File: src/rtl/write_full.sv
// Write-domain half of the asynchronous FIFO: read-pointer synchronizer, binary/Gray
// write pointers, memory write port, full/almost-full flags, occupancy and sticky overflow.
module write_full #(
    parameter int ADDRESS_BITS = 4,
    parameter int AFULL_THRESH = 12
) (
    input  logic                    wclk,
    input  logic                    wrst,
    input  logic                    winc,
    input  logic                    wovf_clr,
    input  logic [ADDRESS_BITS:0]   wrptr_async,
    output logic                    wen,
    output logic [ADDRESS_BITS-1:0] waddr,
    output logic [ADDRESS_BITS:0]   wptr,
    output logic                    wfull,
    output logic                    walmost_full,
    output logic [ADDRESS_BITS:0]   wcount,
    output logic                    woverflow
);
    localparam int AB = ADDRESS_BITS;

    logic [AB:0] r_wq1;
    logic [AB:0] r_wq2;
    logic [AB:0] r_wbin;
    logic [AB:0] r_wptr;
    logic [AB:0] r_wcount;
    logic        r_wfull;
    logic        r_walmost_full;
    logic        r_woverflow;

    logic [AB:0] w_wq2_bin;
    logic [AB:0] w_wbinnext;
    logic [AB:0] w_wgraynext;
    logic [AB:0] w_diff;
    logic        w_winc_ok;
    logic        w_wfull_val;
    logic        w_afull_val;

    // Plain two-flop synchronizer: nothing may sit between the stages.
    always_ff @(posedge wclk or posedge wrst) begin
        if (wrst) begin
            r_wq1 <= '0;
            r_wq2 <= '0;
        end else begin
            // NOTE: non-blocking so r_wq2 captures the previous r_wq1, giving two real stages.
            r_wq1 <= wrptr_async;
            r_wq2 <= r_wq1;
        end
    end

    // Each binary bit is the XOR of all Gray bits from the MSB down to it.
    always_comb begin
        w_wq2_bin = '0;
        for (int i = 0; i <= AB; i++) begin
            w_wq2_bin[i] = ^(r_wq2 >> i);
        end
    end

    assign w_winc_ok   = winc & ~r_wfull;
    assign w_wbinnext  = r_wbin + {{AB{1'b0}}, w_winc_ok};
    assign w_wgraynext = (w_wbinnext >> 1) ^ w_wbinnext;
    // Full when the write pointer is exactly one lap ahead of the synced read pointer.
    assign w_wfull_val = (w_wgraynext == {~r_wq2[AB:AB-1], r_wq2[AB-2:0]});
    assign w_diff      = w_wbinnext - w_wq2_bin;
    assign w_afull_val = (w_diff >= (AB+1)'(AFULL_THRESH));

    always_ff @(posedge wclk or posedge wrst) begin
        if (wrst) begin
            r_wbin         <= '0;
            r_wptr         <= '0;
            r_wfull        <= 1'b0;
            r_walmost_full <= 1'b0;
            r_wcount       <= '0;
        end else begin
            r_wbin         <= w_wbinnext;
            r_wptr         <= w_wgraynext;
            r_wfull        <= w_wfull_val;
            r_walmost_full <= w_afull_val;
            r_wcount       <= w_diff;
        end
    end

    // A new overflow event takes priority over a clear in the same cycle.
    always_ff @(posedge wclk or posedge wrst) begin
        if (wrst) begin
            r_woverflow <= 1'b0;
        end else if (winc & r_wfull) begin
            r_woverflow <= 1'b1;
        end else if (wovf_clr) begin
            r_woverflow <= 1'b0;
        end
    end

    assign wen          = w_winc_ok;
    assign waddr        = r_wbin[AB-1:0];
    assign wptr         = r_wptr;
    assign wfull        = r_wfull;
    assign walmost_full = r_walmost_full;
    assign wcount       = r_wcount;
    assign woverflow    = r_woverflow;

endmodule

File: config.mk
export PLATFORM = sky130hd
export DESIGN_NAME = write_full
export DESIGN_NICKNAME = d
export VERILOG_FILES = /design/src/rtl/write_full.sv
export SDC_FILE = /design/constraint.sdc
export NUM_CORES = 1
export LEC_CHECK = 0
export BUFFER_PORTS_ARGS = -buffer_cell sky130_fd_sc_hd__buf_2
export CAP_MARGIN = 25
export CORE_MARGIN = 4
export CORE_UTILIZATION = 30
export CTS_CLUSTER_SIZE = 8
export DETAILED_ROUTE_END_ITERATION = 12
export GPL_TIMING_DRIVEN = 0
export SYNTH_ARGS = -nofsm -noshare
export SYNTH_HDL_FRONTEND = slang
export SYNTH_SLANG_ARGS = --single-unit
File: constraint.sdc
create_clock -name wclk -period 2.9 [get_ports wclk]
set_clock_uncertainty 0.2 [all_clocks]
set_input_delay 0.145 -clock wclk [delete_from_list [all_inputs] [get_ports wclk]]
set_output_delay 0.145 -clock wclk [all_outputs]
set_load 0.005 [all_outputs]
==> flow_metrics.tcl <==
set metrics [dict create \
    outcome "complete, no violations" \
    yosys_register_bits 27 \
    dieArea_um2 4970 \
    synth_edf_count 0 \
    synthesis.nets 103 \
    worstPathMaxFanout 4 \
    syn_to_final_growth_pct 30.4 \
    netSwitchingPower_mw 0.648 \
    cts_tree "done" \
    seq_power_share_pct 33.7 \
    clockRootBuffer "clkbuf_8" \
    viasPerCell 4.18 \
    power.leakage_nw 0.697 \
    core_area_um2 3720 \
    clockPowerShare_pct 12.7 \
    die_w_um 70.5 \
    postPlaceCellArea_um2 1360 \
    wl_per_cell_um 11.8 \
    wl_um 2070 \
    internal_power_mw 1.06 \
    layout-drive-gt1-share_pct 30.7 \
    cp-start-kind "flip-flop" \
    final_max_slew_viol_count 0 \
    fillCellCount 352 \
    ys_types 26 \
    port_buffers 26 \
    num_rows 22 \
    hold_viol 0 \
    insertion_delay_ns 0.28 \
    ant_nets 0 \
    setup_tns_ns 0 \
    final_area_um2 1530 \
    grt_pass1_wl_um 3760 \
    final_common_cell "dfrtp_1" \
    firstDrtPassIters 2 \
    rsz0062_at_grt "false" \
    netSwitchingFraction_pct 38.0 \
    grt-ovfl-total 0 \
    ioPinCount 27 \
    drv_cap 0 \
    grt_pass1_vias 810 \
    ir_drop_uv 375 \
    setup_viol 0 \
    cts_buffers 3 \
    hold-worst-slack_ns 0.161 \
    slew_headroom_pct 67.5 \
    drt-initial-drc-count 8 \
    path_class "flip-flop to flip-flop" \
    synth_area_um2 1170 \
    clockBufferDepth 2 \
    required_ns 2.92 \
    yosysWarnings 0 \
    cp-end-kind "flip-flop" \
    post-route-drc-count 0 \
    ys.flop_type "dfrtp_1" \
    nets 143 \
    clock_sinks 27 \
    die-height_um 70.5 \
    grt_max_degree 28 \
    antenna_cells 0 \
    async_flop_share_pct 100 \
    dpl.hpwl_um 1500 \
    avgSynthCellArea_um2 13.3 \
    max_freq_mhz 365 \
    gp_congestion 0.681 \
    track_usage_pct 9.60 \
    hp-class "flip-flop to flip-flop" \
    cts_setup_buffers 0 \
    period_share_pct 94.5 \
    antenna_found_initial 0 \
    syn-instance-count 88 \
    post-route-min-period_ns 2.74 \
    h-tree-depth 1 \
    ys_seq_area_share_pct 57.7 \
    powerDensity_nw_per_um2 1120 \
    vias 732 \
    critical_path_arrival_ns 2.77 \
    start_util_pct 31.5 \
    worstMarginPinSlew_ns 0.487 \
    clkTransAtPathRegs_ns 0.09 \
    layout_common_cells "dfrtp_1 (27), buf_2 (26), xnor2_1 (13), inv_1 (8), dlygate4sd3_1 (8)" \
    combPwrFrac_pct 53.6 \
]
-- synth_stat cells (2+ instances only) --
cell / count / area [um^2]
nand3_1: 3 / 15.0
xor2_1: 7 / 61.3
ha_1: 6 / 75.1
a21oi_1: 3 / 15.0
xnor2_2: 2 / 32.5
dfrtp_1: 27 / 676
xnor2_1: 13 / 114
o21ai_0: 2 / 10.0
inv_1: 8 / 30.0
-- metal layers --
metal | global-route usage, % | share of wire, % | vias up
li1 | - | - | 368
met1 | 11.0 | 42 | 344
met2 | 16.3 | 51 | 15
met3 | 2.73 | 5.1 | 5
met4 | 4.47 | 2.2 | 0
met5 | 0 | 0 | -
-- critical path, cell delays in order (launching register included) --
cell,delay (ns)
dfrtp_1,0.43
xor2_2,0.26
inv_2,0.11
xnor2_4,0.23
xnor2_1,0.14
ha_1,0.21
inv_1,0.08
maj3_2,0.30
or4b_1,0.48
o311ai_1,0.10
a21o_1,0.15
-- power groups by stage --
stage               registers [mW]  clock network [mW]  logic, mW
floorplan                    0.599                   0      0.622
global placement             0.580                   0      0.871
detailed placement           0.582                   0      0.886
CTS                          0.575               0.225      0.909
global route                 0.591               0.242       1.05
finish                       0.574               0.217      0.913
-- registers in the layout, indices dropped and copies added, names as in the netlist --
signal        cells
wcount            5
r_wq1             5
wfull             1
wptr              4
r_wbin            5
r_wq2             5
woverflow         1
walmost_full      1
-- timing repair --
| action | CTS | global route |
|---|---|---|
| gates resized for setup | 0 | 5 |
| hold buffers | 8 | 0 |
| endpoints found under the hold margin | 33 | 0 |
| endpoints found under the setup margin | 0 | 1 |
-- stage by stage --
step	power, mW	util, %	std cells	setup WS, ns
final	1.70	41.1	175	0.159
after global routing	1.88	41.1	175	0.00181
after CTS	1.71	40.1	174	0.0290
after detailed placement	1.47	36.6	162	0.0562
after global placement	1.45	36.6	162	0.128
after floorplan	1.22	-	88	0.270
-- final cells by class --
| cell class | instances | area, um^2 | share of cell area, % |
|---|---|---|---|
| inverters | 9 | 33.8 | 2.21 |
| multi-input cells | 51 | 479 | 31.4 |
| repair buffers | 35 | 225 | 14.7 |
| plain buffers | 1 | 5.00 | 0.328 |
| well taps | 48 | 60.1 | 3.93 |
| clock inverters | 1 | 7.51 | 0.491 |
| clock buffers | 3 | 41.3 | 2.70 |
| flip-flops and latches | 27 | 676 | 44.2 |
-- cells by family after synthesis --
logic type | Yosys count | synth area share, %
fa+ha+maj | 7 | 7.37
simple gates | 9 | 4.70
xor+xnor | 23 | 20.1
flops | 27 | 57.7
buf+inv | 10 | 3.20
compound gates | 12 | 6.95
-- final timing paths --
kind                       startpoint           end  slack [ns]  cells after the start
min                          r_wq1[2]      r_wq2[2]        0.16                      0
max in group asynchronous        wrst     r_wbin[2]        1.81                      4
max reg2reg                  r_wq2[4]  walmost_full        0.16                     10
max                          r_wq2[4]  walmost_full        0.16                     10
min in group asynchronous        wrst     wcount[1]        0.22                      3
min reg2reg                  r_wq1[2]      r_wq2[2]        0.16                      0
Power figures use the tool's default switching activity.
